$ cat src/rtl/lnd_pkg.sv
// Shared types and constants for the divisible-by-k search engine.
// State encodings, search modes and a constant clog2 helper.
package lnd_pkg;

    localparam logic [4:0] S_INI  = 5'b00001;
    localparam logic [4:0] S_LD_X = 5'b00010;
    localparam logic [4:0] S_DIV  = 5'b00100;
    localparam logic [4:0] S_D_F  = 5'b01000;
    localparam logic [4:0] S_D_NF = 5'b10000;

    typedef enum logic [4:0] {
        ST_INI  = S_INI,
        ST_LD_X = S_LD_X,
        ST_DIV  = S_DIV,
        ST_D_F  = S_D_F,
        ST_D_NF = S_D_NF
    } state_t;

    localparam logic MODE_MAX = 1'b0;
    localparam logic MODE_MIN = 1'b1;

    function automatic int clog2(input int n);
        int r;
        r = 0;
        while ((1 << r) < n) begin
            r = r + 1;
        end
        return r;
    endfunction

endpackage

$ cat src/rtl/lnd_array_mem.sv
// DEPTH x WIDTH register array, one write port, async read.
// Contents are not reset so they survive an aborted scan.
module lnd_array_mem
    import lnd_pkg::*;
#(
    parameter int WIDTH  = 8,
    parameter int DEPTH  = 16,
    parameter int ADDR_W = clog2(DEPTH)
) (
    input  logic              Clk,
    input  logic              Wr_En,
    input  logic [ADDR_W-1:0] Wr_Addr,
    input  logic [WIDTH-1:0]  Wr_Data,
    input  logic [ADDR_W-1:0] Rd_Addr,
    output logic [WIDTH-1:0]  Rd_Data
);

    logic [WIDTH-1:0] mem_q [DEPTH];

    // write port; gating to the idle state is done by the caller
    always_ff @(posedge Clk) begin
        if (Wr_En) begin
            mem_q[Wr_Addr] <= Wr_Data;
        end
    end

    assign Rd_Data = mem_q[Rd_Addr];

endmodule

$ cat src/rtl/largest_num_divisible_by_k.sv
// Scans an array for the largest/smallest non-zero multiple of DIVISOR
// using repeated subtraction; reports value, index and hit count.
module largest_num_divisible_by_k
    import lnd_pkg::*;
#(
    parameter int WIDTH   = 8,
    parameter int DEPTH   = 16,
    parameter int DIVISOR = 7,
    parameter int ADDR_W  = clog2(DEPTH)
) (
    input  logic              Clk,
    input  logic              Reset_n,
    input  logic              Start,
    input  logic              Ack,
    input  logic              Find_Min,
    input  logic              Wr_En,
    input  logic [ADDR_W-1:0] Wr_Addr,
    input  logic [WIDTH-1:0]  Wr_Data,
    output logic [WIDTH-1:0]  Result,
    output logic [ADDR_W-1:0] Result_Idx,
    output logic [ADDR_W:0]   Count,
    output logic              Done,
    output logic              Qi,
    output logic              Ql,
    output logic              Qdiv,
    output logic              Qdf,
    output logic              Qdnf
);

    localparam logic [WIDTH-1:0]  DIV_C = WIDTH'(DIVISOR);
    localparam logic [ADDR_W-1:0] LAST  = ADDR_W'(DEPTH - 1);

    state_t            state_q, state_d;
    logic [WIDTH-1:0]  x_q, x_d;
    logic [ADDR_W-1:0] i_q, i_d;
    logic [WIDTH-1:0]  result_q, result_d;
    logic [ADDR_W-1:0] idx_q, idx_d;
    logic [ADDR_W:0]   count_q, count_d;
    logic              mode_q, mode_d;

    logic [WIDTH-1:0]  rd_data;
    logic              mem_we;
    logic              hit;
    logic              better;

    assign mem_we = Wr_En && (state_q == ST_INI);

    lnd_array_mem #(
        .WIDTH  (WIDTH),
        .DEPTH  (DEPTH),
        .ADDR_W (ADDR_W)
    ) u_mem (
        .Clk     (Clk),
        .Wr_En   (mem_we),
        .Wr_Addr (Wr_Addr),
        .Wr_Data (Wr_Data),
        .Rd_Addr (i_q),
        .Rd_Data (rd_data)
    );

    // hit/better qualify the current entry once the remainder is final
    always_comb begin
        hit    = (x_q == '0) && (rd_data != '0);
        better = (count_q == '0)
              || ((mode_q == MODE_MAX) && (rd_data > result_q))
              || ((mode_q == MODE_MIN) && (rd_data < result_q));
    end

    // next-state and datapath updates
    always_comb begin
        state_d  = state_q;
        x_d      = x_q;
        i_d      = i_q;
        result_d = result_q;
        idx_d    = idx_q;
        count_d  = count_q;
        mode_d   = mode_q;
        case (state_q)
            ST_INI: begin
                result_d = '0;
                idx_d    = '0;
                count_d  = '0;
                i_d      = '0;
                if (Start) begin
                    mode_d  = Find_Min;
                    state_d = ST_LD_X;
                end
            end
            ST_LD_X: begin
                x_d     = rd_data;
                state_d = ST_DIV;
            end
            ST_DIV: begin
                if (x_q >= DIV_C) begin
                    x_d = x_q - DIV_C;
                end else begin
                    if (hit) begin
                        count_d = count_q + 1'b1;
                        if (better) begin
                            result_d = rd_data;
                            idx_d    = i_q;
                        end
                    end
                    if (i_q == LAST) begin
                        if ((count_q != '0) || hit) begin
                            state_d = ST_D_F;
                        end else begin
                            state_d = ST_D_NF;
                        end
                    end else begin
                        i_d     = i_q + 1'b1;
                        state_d = ST_LD_X;
                    end
                end
            end
            ST_D_F, ST_D_NF: begin
                if (Ack) begin
                    state_d = ST_INI;
                end
            end
            default: begin
                state_d = ST_INI;
            end
        endcase
    end

    // state and datapath registers, synchronous active-low reset
    always_ff @(posedge Clk) begin
        if (!Reset_n) begin
            state_q  <= ST_INI;
            x_q      <= '0;
            i_q      <= '0;
            result_q <= '0;
            idx_q    <= '0;
            count_q  <= '0;
            mode_q   <= MODE_MAX;
        end else begin
            state_q  <= state_d;
            x_q      <= x_d;
            i_q      <= i_d;
            result_q <= result_d;
            idx_q    <= idx_d;
            count_q  <= count_d;
            mode_q   <= mode_d;
        end
    end

    assign Result     = result_q;
    assign Result_Idx = idx_q;
    assign Count      = count_q;
    assign Qi         = state_q[0];
    assign Ql         = state_q[1];
    assign Qdiv       = state_q[2];
    assign Qdf        = state_q[3];
    assign Qdnf       = state_q[4];
    assign Done       = Qdf | Qdnf;

endmodule

$ cat config.mk
export PLATFORM = sky130hd
export DESIGN_NAME = largest_num_divisible_by_k
export DESIGN_NICKNAME = d
export VERILOG_FILES = /design/src/rtl/lnd_pkg.sv /design/src/rtl/lnd_array_mem.sv /design/src/rtl/largest_num_divisible_by_k.sv
export SDC_FILE = /design/constraint.sdc
export NUM_CORES = 1
export LEC_CHECK = 0
export ABC_AREA = 1
export CORE_ASPECT_RATIO = 1.5
export CORE_MARGIN = 2
export CORE_UTILIZATION = 30
export CTS_CLUSTER_DIAMETER = 80
export CTS_CLUSTER_SIZE = 28
export DETAILED_ROUTE_END_ITERATION = 6
export GPL_ROUTABILITY_DRIVEN = 0
export PLACE_DENSITY_LB_ADDON = 0.15
export SETUP_SLACK_MARGIN = 0.5
export SYNTH_ARGS = -nofsm -noshare
export SYNTH_HDL_FRONTEND = slang
export SYNTH_SLANG_ARGS = --single-unit
export TNS_END_PERCENT = 1
$ cat constraint.sdc
create_clock -name Clk -period 5.8 [get_ports Clk]
set_input_delay 1.16 -clock Clk [delete_from_list [all_inputs] [get_ports Clk]]
set_output_delay 1.16 -clock Clk [all_outputs]
set_load 0.02 [all_outputs]
==> metrics.yaml <==
pwr_density_cell_mw_per_mm2: 390.8
synth_common_cells: "217 x nand2_1, 128 x edfxtp_1, 91 x nand3_1"
hold_depth: 2
synth_fp_nets: 838
min_period_ns: 3.566
dieArea_mm2: 0.02666
post-route-period-util: 0.6148
syn_area_mm2: 0.007604
pwr-share-clk: 0.372
chipHeight_um: 199.0
cts_buffer_depth: 2
post-route-drc-count: 0
vias_per_cell: 4.599
hold_viol_final: 0
hold_end: "Result_Idx[0]"
htreeDepth: 4
rows: 71
drt_iter0_drc: 367
grt_pass1_vias: 5431
netlist_top_cells_area: "edfxtp_1 51%, nand2_1 11%, dfxtp_1 10%"
final_nets: 870
cts.sinks: 167
relSlewSlack: 0.3844
irDropWorstVdd_mv: 0.2038
start_util: 0.3046
ant_nets: 0
grt-ovfl-total: 0
antenna_found_initial: 0
synth_cells: 807
postCtsSetupRepairBufs: 0
fillers: 2561
r2r_slack_ns: 2.23
async_reset_ff_frac: 0
die-width_um: 134.0
power.share.combinational: 0.229
ctsHoldBuffers: 0
numCtsBuffers: 17
drt-wirelength-per-cell_um: 16.35
worst_skew_pair.late_latency_ns: 0.43
grt_pass1_wl_um: 30140
cts_tree: "built"
path_class: "flip-flop to flip-flop"
dpl_cell_area_mm2: 0.008234
ys_seq_area_frac: 0.6082
cp_max_fo: 44
synth_flop_cell: "edfxtp_1"
p_leak_nw: 3.535
num_vias: 5427
cp_data_required_time_ns: 6.12
cp-start-kind: "flip-flop"
hp-start: "Result_Idx[0]"
synth_cell_types: 37
diodes: 0
slew_viol_final: 0
p_total_mw: 3.482
fin_setup_tns_ns: 0
max_freq_mhz: 280.4
yosys.area.top_type: "edfxtp_1"
sw_frac_of_total: 0.3111
hold_path.class: "flip-flop to flip-flop"
drv_cap: 0
fin_worst_skew_ns: 0.01559
root_buffer: "clkbuf_16"
cts-resized-gates: 0
arrival_ns: 3.89
rr_worst_depth: 17
hpwlAfterDp_um: 13160
seqPwrFrac: 0.399
endpoint_kind: "flip-flop"
yosysWarnings: 0
status: "finished, final reports clean"
worst_pin_slew_ns: 0.9199
switchingPower_mw: 1.083
grt_max_degree: 69
internal_power_mw: 2.398
synth_top_area_frac: 0.5055
core_mm2: 0.02496
rr_endpoint: "Result[4]"
synth-edff-count: 128
clk_pin_slew_worst_paths_ns: 0.07
rsz0062_at_grt: "false"
area_delta_synth_final_pct: 17.18
drtPass1Iterations: 5
syn_avg_cell_area_um2: 9.422
drt_wl_total_um: 19290
synth_seq_cells: 167
io_pins: 41
yosysMostFrequentCell: "nand2_1"
layout.cell_area.non_filler_mm2: 0.008910
drive_gt1_frac: 0.06690
portBuffers: 40
finalSetupViolCount: 0
grt_usage: 0.1511
critical path, cell delays in order, from the launching register on:
cell and delay (ns):
dfxtp_1 0.31, buf_4 0.22, inv_2 0.64, nor2_1 0.11
o21ai_1 0.16, nand3_1 0.13, nand3_1 0.12, nand2_2 0.12
ha_1 0.31, a21oi_1 0.13, nor2_1 0.05, a211oi_1 0.20
nand2_1 0.10, o2111ai_1 0.18, buf_4 0.26, nand3_2 0.18
nor2_1 0.14, nor2_1 0.06
state kept, by name (all words and copies together), names as in the netlist, named ones only:
| name | cells |
|---|---|
| state_q | 5 |
| Count | 5 |
| Result_Idx | 4 |
| x_q | 8 |
| Result | 8 |
| i_q | 4 |
| mode_q | 1 |
| u_mem.mem_q | 128 |
cells by family (layout without fill, tap and decap cells):
| logic type | Yosys count | after routing | share of synthesized area |
|---|---|---|---|
| and+or+nand+nor | 413 | 413 | 0.2261 |
| buffers and inverters | 123 | 168 | 0.07455 |
| AOI/OAI and AO/OA | 87 | 87 | 0.06516 |
| adders and majority gates | 13 | 13 | 0.02139 |
| xor gates and xnor gates | 4 | 4 | 0.004608 |
| DFF | 167 | 167 | 0.6082 |
worst max path at each step:
stage / slack (ns) / endpoint / depth (start not counted)
global placement: 2.26 / Result[4] / 18
floorplan: 3.05 / Result[0] / 17
finish: 2.23 / Result[4] / 17
detailed placement: 2.21 / Result[4] / 17
CTS: 2.16 / Result[4] / 17
global route: 1.79 / Result[1] / 18
routing by layer:
| layer | vias up | global-route usage | wire (µm) |
|---|---|---|---|
| met1 | 2576 | 0.1602 | 7579 |
| met2 | 90 | 0.3022 | 10940 |
| met4 | 0 | 0.04807 | 248 |
| met5 | - | 0 | 0 |
| li1 | 2748 | - | - |
| met3 | 13 | 0.02064 | 522 |
final cells by class:
type	count	area, µm²	share of cell area
inverter	90	340.3	0.03820
sequential	167	4626	0.5192
clock inverter	15	250.2	0.02809
multi-input combinational	517	2412	0.2707
clock buffer	17	425.4	0.04775
tap	328	410.4	0.04606
timing repair buffer	46	445.4	0.04999
metrics by stage:
step	setup slack (ns)	hold WS (ns)	util	instances
2_1_floorplan	3.047	0.4503	-	807
3_3_place_gp	2.265	0.4704	0.3299	1148
3_5_place_dp	2.215	0.4742	0.3299	1148
4_1_cts	2.158	0.4932	0.3569	1180
5_1_grt	1.794	0.5096	0.3569	1180
6_report	2.234	0.4829	0.3569	1180
power by group through the flow:
stage	clock (mW)	sequential, mW	combinational [mW]
3_3_place_gp	0	1.42	0.814
5_1_grt	1.37	1.40	0.915
2_1_floorplan	0	1.45	0.539
6_report	1.29	1.39	0.797
3_5_place_dp	0	1.42	0.813
4_1_cts	1.32	1.39	0.818
cell usage in the layout, fill, tap and decap left out, drive strengths merged, types with 3 or more instances in the layout:
cell           count
o21ai             37
edfxtp           128
inv               99
dfxtp             39
ha                13
nor2              87
nor3               6
a221oi             3
nand4              3
bufinv             5
a21oi             35
nand3             93
clkdlybuf4s50     40
clkbuf            17
buf                6
o211ai             7
nand2            222
Note: power is estimated with default switching activity, not from simulation.
